--- config.mk ---
export PLATFORM = sky130hd
export DESIGN_NAME = fetch_sequencer
export DESIGN_NICKNAME = d
export VERILOG_FILES = /design/src/rtl/fetch_sequencer.sv
export SDC_FILE = /design/constraint.sdc
export NUM_CORES = 1
export LEC_CHECK = 0
export ABC_CLOCK_PERIOD_IN_PS = 1600
export CAP_MARGIN = 20
export CORE_MARGIN = 4
export CORE_UTILIZATION = 41
export CTS_BUF_LIST = sky130_fd_sc_hd__clkbuf_8
export CTS_CLUSTER_SIZE = 8
export DETAILED_ROUTE_END_ITERATION = 7
export GPL_TIMING_DRIVEN = 0
export MAX_ROUTING_LAYER = met4
export PLACE_DENSITY = 0.89
export REMOVE_ABC_BUFFERS = 1
export SYNTH_ARGS = -nofsm -noshare
export SYNTH_HDL_FRONTEND = slang
export SYNTH_SLANG_ARGS = --single-unit
--- constraint.sdc ---
create_clock -name clk -period 1.6 [get_ports clk]
set_clock_uncertainty 0.05 [all_clocks]
set_input_delay 0.32 -clock clk [delete_from_list [all_inputs] [get_ports clk]]
set_output_delay 0.32 -clock clk [all_outputs]
set_load 0.02 [all_outputs]
--- src/rtl/fetch_sequencer.sv ---
// rtl/fetch_sequencer.sv - multi-cycle fetch/decode/execute/writeback control FSM
// Owns the program counter and instruction register; strobes decode directly from state.
module fetch_sequencer #(
  parameter int          PC_W    = 5,
  parameter logic [7:0]  HALT_OP = 8'hFF
) (
  input  logic            clk,
  input  logic            rst,
  input  logic            run,
  output logic            imem_req,
  output logic [PC_W-1:0] imem_addr,
  input  logic            imem_ack,
  input  logic [31:0]     imem_data,
  output logic [31:0]     inst,
  input  logic            dec_w_r,
  input  logic            dec_rst,
  input  logic            dec_pc_inc,
  input  logic            dec_jmp,
  input  logic [4:0]      dec_jmp_add,
  output logic            alu_en,
  output logic            rf_we,
  output logic [PC_W-1:0] pc,
  output logic            busy,
  output logic            halted,
  output logic [2:0]      state
);

  localparam logic [2:0] S_IDLE      = 3'd0;
  localparam logic [2:0] S_FETCH     = 3'd1;
  localparam logic [2:0] S_DECODE    = 3'd2;
  localparam logic [2:0] S_EXECUTE   = 3'd3;
  localparam logic [2:0] S_WRITEBACK = 3'd4;
  localparam logic [2:0] S_HALT      = 3'd5;

  logic [2:0]      state_q, state_d;
  logic [PC_W-1:0] pc_q, pc_d;
  logic [31:0]     inst_q, inst_d;
  logic [PC_W-1:0] jmp_tgt;

  // Jump target is 5 bits wide; fit it to the pc width.
  generate
    if (PC_W > 5) begin : g_jmp_ext
      assign jmp_tgt = {{(PC_W-5){1'b0}}, dec_jmp_add};
    end else if (PC_W == 5) begin : g_jmp_eq
      assign jmp_tgt = dec_jmp_add;
    end else begin : g_jmp_trunc
      assign jmp_tgt = dec_jmp_add[PC_W-1:0];
    end
  endgenerate

  always_comb begin
    state_d = state_q;
    pc_d    = pc_q;
    inst_d  = inst_q;
    case (state_q)
      S_IDLE: begin
        if (run) state_d = S_FETCH;
      end
      S_FETCH: begin
        if (imem_ack) begin
          inst_d  = imem_data;
          state_d = S_DECODE;
        end
      end
      S_DECODE: begin
        state_d = (inst_q[31:24] == HALT_OP) ? S_HALT : S_EXECUTE;
      end
      S_EXECUTE: begin
        if (dec_rst) begin
          pc_d    = '0;
          inst_d  = '0;
          state_d = S_IDLE;
        end else begin
          state_d = S_WRITEBACK;
        end
      end
      S_WRITEBACK: begin
        if (dec_jmp)         pc_d = jmp_tgt;
        else if (dec_pc_inc) pc_d = pc_q + PC_W'(1);
        state_d = run ? S_FETCH : S_IDLE;
      end
      S_HALT: begin
        state_d = S_HALT;
      end
      default: begin
        state_d = S_IDLE;
      end
    endcase
  end

  always_ff @(posedge clk) begin
    if (rst) begin
      state_q <= S_IDLE;
      pc_q    <= '0;
      inst_q  <= '0;
    end else begin
      state_q <= state_d;
      pc_q    <= pc_d;
      inst_q  <= inst_d;
    end
  end

  assign state     = state_q;
  assign pc        = pc_q;
  assign imem_addr = pc_q;
  assign inst      = inst_q;
  assign imem_req  = (state_q == S_FETCH);
  assign alu_en    = (state_q == S_EXECUTE);
  assign rf_we     = (state_q == S_WRITEBACK) && dec_w_r;
  assign busy      = (state_q != S_IDLE) && (state_q != S_HALT);
  assign halted    = (state_q == S_HALT);

endmodule

Word-level counts from Yosys, hierarchy flattened. Index checks and enable logic that the tools add are counted.

Add/sub/neg operators: 1. Equal/unequal tests: 11. Multiplexer cells: 13. Reductions and logical operators: 9.

Operators by type and width (count): $mux 32 (2); $pmux 32 s2 (1); $pmux 3 s6 (1); $mux 5 (3); $mux 3 (4); $pmux 5 s2 (1); $eq 8x8->1 const B (1); $eq 3x2->1 const B (2); $eq 3x3->1 const B (2); $ne 3x3->1 const B (2); $reduce_and 3->1 (2); $add 5x1->5 const B (1); $ne 2x2->1 const B (2); $reduce_bool 2->1 (2); $eq 3x1->1 const B (1); $logic_not 3->1 (1); $reduce_bool 3->1 (1); $logic_and 1x1->1 (2); $ne 2x1->1 const B (1); $reduce_and 2->1 (1); $mux 1 (1).

Register bits: 40. Input port bits: 45. Output and inout port bits: 50. Logic and storage cells: 37.

Logic depth before layout (Yosys ltp).
Depth in word-level cells: 4. Gate-level depth with buffers: 6. Depth with buffers taken out: 5.

Worst setup path after synthesis. OpenSTA, ideal clock, no wires.

Path type: flip-flop to flip-flop. From: reg state_q[1], in the netlist state[1]. To: reg pc_q[0], in the netlist imem_addr[0]. Library setup time: 0.117 ns. Data arrival time: 1.431 ns. Required time: 1.433 ns. Slack: 0.002 ns. Stages on the path, launching flop included: 6. Path buffers: 1. Period minus slack after synthesis: 1.598 ns. Cell sequence: dfxtp_1 -> buf_4 -> and3b_1 -> o2bb2ai_2 -> nor2_1 -> a22o_1.

Longest elaborated chain between the ends: 3. Elaborated cells between the ends (all ways): 7. Those cells by class: eq/ne (4); mux (1); reduce/logical (2).

Ends and longest elaborated chain: from (decl) (line 35) `logic [2:0] state_q, state_d;`; from (signal assigned) (line 97) `state_q <= state_d;`; $eq 3x2->1 *; named net alu_en (line 20) `output logic alu_en,`; $ne 2x2->1 (no line) / $reduce_bool 2->1 (equally long branches); $reduce_and 3->1 (no line); to (signal assigned) (line 98) `pc_q <= pc_d;`; to (decl) (line 36) `logic [PC_W-1:0] pc_q, pc_d;`.

The timed path passes the listed nets; every way through them passes the cells marked *. A chain may end at the register's enable or synchronous reset.

Final worst setup path.
From: reg state_q[1], in the netlist state[1]. To: out rf_we.

Longest elaborated chain between the ends: 2.

Ends and longest elaborated chain: $eq 3x3->1 (line 109) `assign rf_we = (state_q == S_WRITEBACK) && dec_w_r;`; $logic_and 1x1->1 (line 109); to (decl) (line 21) `output logic rf_we,`.

No other way between the ends.

==> flow_metrics.py <==
metrics = {
    "setup_path": {
        "path_max_fanout": 7,
        "reg2reg_slack_ns": 0,
        "crit_start": "state[1]",
        "cp-end-kind": "primary output",
        "crit_required_ns": 1.23,
        "crit_type": "reg -> out",
        "critPathArrivalTime_ns": 1.28,
        "worstSetupEndpoint": "rf_we",
        "r2r-start": "state[1]",
        "startpoint_type": "register",
        "r2r-end": "inst[28]",
        "reg2reg_depth": 5,
    },
    "yosys": {
        "synth-edff-count": 0,
        "ys.flop_type": "dfxtp_1",
        "ys_seq_area_frac": 0.434,
        "synth-seq-cells": 40,
        "yosysUniqueCellTypes": 32,
        "yosysTopAreaCell": "dfxtp_1",
        "ys_top_cells_by_area": "dfxtp_1 43%, a22oi_2 20%, nor2_1 8.1%",
        "syn_area_sq_mm": 0.00184,
        "ys_warn_count": 0,
        "async_flop_share": 0,
        "synthCells": 185,
        "avgSynthCellArea_sq_um": 9.96,
        "synth_top_area_frac": 0.434,
    },
    "status": {
        "status": "finished with violations",
        "violations": "setup timing",
    },
    "pwr": {
        "power_density_mw_per_mm2": 753,
        "power_mw": 2.24,
        "cellLeakagePower_nw": 1.31,
        "ir_drop_v": 0.000442,
    },
    "clock_network": {
        "clk_latency_ns": 0.29,
        "max-clock-path-buffers": 2,
        "cts-root-buf": "clkbuf_8",
        "htreeDepth": 2,
        "clk_pin_slew_worst_paths_ns": 0.08,
        "numCtsBuffers": 5,
        "cts.sinks": 40,
        "ctsHoldBuffers": 0,
        "cts_tree": "yes",
    },
    "floorplan": {
        "pin_count": 95,
        "row_count": 24,
        "die_w_microns": 75.0,
        "start_util": 0.423,
        "die_h_microns": 75.0,
        "placeableCoreArea_sq_mm": 0.00435,
        "dieArea_sq_mm": 0.00563,
    },
    "route": {
        "drtAntennaViolNets": 0,
        "wire_per_inst_microns": 16.6,
        "drc_errors": 0,
        "wirelength_microns": 5530,
        "vias_per_cell": 5.22,
        "drtIter0Drc": 97,
        "drt_pass1_iterations": 4,
        "vias": 1745,
    },
    "placement": {
        "postPlaceCellArea_sq_mm": 0.00278,
        "hpwlAfterDp_microns": 3590,
        "dp_slack_ns": -0.743,
        "place.gp.congestion": 0.849,
        "io_buffers": 94,
        "dp.cells": 314,
    },
    "layout": {
        "design_area_sq_mm": 0.00297,
        "utilization": 0.682,
        "nets": 328,
        "insertedDiodeCount": 0,
        "fill_cells": 374,
        "drive_above_1_share": 0.252,
        "area_growth_pct": 61.0,
        "final_cells": 334,
    },
    "sta": {
        "timing.fmax_mhz": 605,
        "worst_pin_slew_ns": 0.682,
        "rsz0062_at_grt": "yes",
        "period_needed_ns": 1.65,
        "period_share": 1.03,
        "hold_slack_ns": 0.446,
        "setup_violations": 2,
        "fin_ws_ns": -0.0538,
        "hold_violations": 0,
        "relSlewSlack": 0.545,
        "drv_slew": 0,
        "tns_ns": -0.0551,
    },
    "job": {
        "max-cap-violations": 0,
    },
    "global_routing": {
        "grt_overflow_total": 0,
        "grtUsageTotal": 0.189,
        "grt_pass1_wl_microns": 7730,
        "grt_pass1_vias": 1592,
        "antenna_found_initial": 0,
        "grt_max_degree": 33,
    },
    "min_path": {
        "hp-class": "reg -> reg",
    },
}
==> synth_stat cells, drive strengths merged, types with 2 or more instances <==
cell,count
nand2b,4
a21oi,4
nand4,2
or3,2
nand3,3
nor2,40
mux2i,2
nor3,6
dfxtp,40
a22o,3
buf,15
clkbuf,5
o21ai,7
a22oi,32
nand2,5
inv,3
==> timing repair <==
action                     4_1_cts  5_1_grt
setup buffers                    3        8
gates cloned                     0        2
gates resized for setup         75       21
pin swaps                        3        9
setup endpoints to repair       87       21
==> sequential cells by signal, indices dropped and copies added, names as in the netlist <==
register	count
imem_addr	5
inst	32
state	3
==> power breakdown <==
group | switching, mW | total (mW) | internal [mW]
registers | 0.0366 | 1.07 | 1.04
clock network | 0.336 | 0.626 | 0.290
logic | 0.256 | 0.537 | 0.281
total | 0.628 | 2.24 | 1.61
==> cell usage in the layout (no fill, tap or decap), types with 2 or more instances in the layout <==
master,instances
dlygate4sd2_1,48
o21ai_0,7
a22o_1,3
dfxtp_4,3
buf_16,3
clkdlybuf4s50_1,40
nand2b_1,4
a21oi_1,4
nand4_1,2
nor2_1,37
or3_4,3
buf_6,5
a22oi_2,31
clkbuf_8,5
nor2_4,2
nand3_1,3
inv_1,4
nand2_1,5
nor3_1,5
dfxtp_1,37
buf_4,10
==> layer usage <==
metal  GRT usage  vias to the layer above  wire length [microns]
li1            -                      849                      -
met1       0.209                      826                   2140
met2       0.329                       60                   2910
met3      0.0547                       10                    373
met4      0.0534                        0                    102
met5           -                        -                      0
==> critical path: stages, from the launching register on <==
cell     delay [ns]
dfxtp_4        0.37
or3b_4         0.42
nor2_4         0.09
buf_6          0.12
==> kinds of logic after synthesis <==
| family | after synthesis | synth area share |
|---|---|---|
| flops | 40 | 0.434 |
| compound gates | 51 | 0.282 |
| xor+xnor | 2 | 0.00951 |
| mux | 3 | 0.0170 |
| fa+ha+maj | 1 | 0.00679 |
| simple gates | 65 | 0.164 |
| buf+inv | 23 | 0.0869 |
==> cell type report <==
type	instances	area [sq um]	area share
clock buffer	5	68.8	0.0232
clock inverter	2	8.76	0.00295
inverter	3	11.3	0.00379
multi-input combinational	124	950	0.320
sequential	40	812	0.274
tap	52	65.1	0.0219
timing repair buffer	108	1050	0.355
==> worst min-delay path by stage <==
stage / from / cells past startpoint / to / slack (ns)
CTS: inst[23] / 2 / inst[23] / 0.45
floorplan: rst / 1 / inst[0] / 0.34
global placement: inst[9] / 2 / inst[9] / 0.43
detailed placement: inst[14] / 2 / inst[14] / 0.44
global route: inst[22] / 2 / inst[22] / 0.46
finish: inst[23] / 2 / inst[23] / 0.45
(Power assumes the default switching activity.)
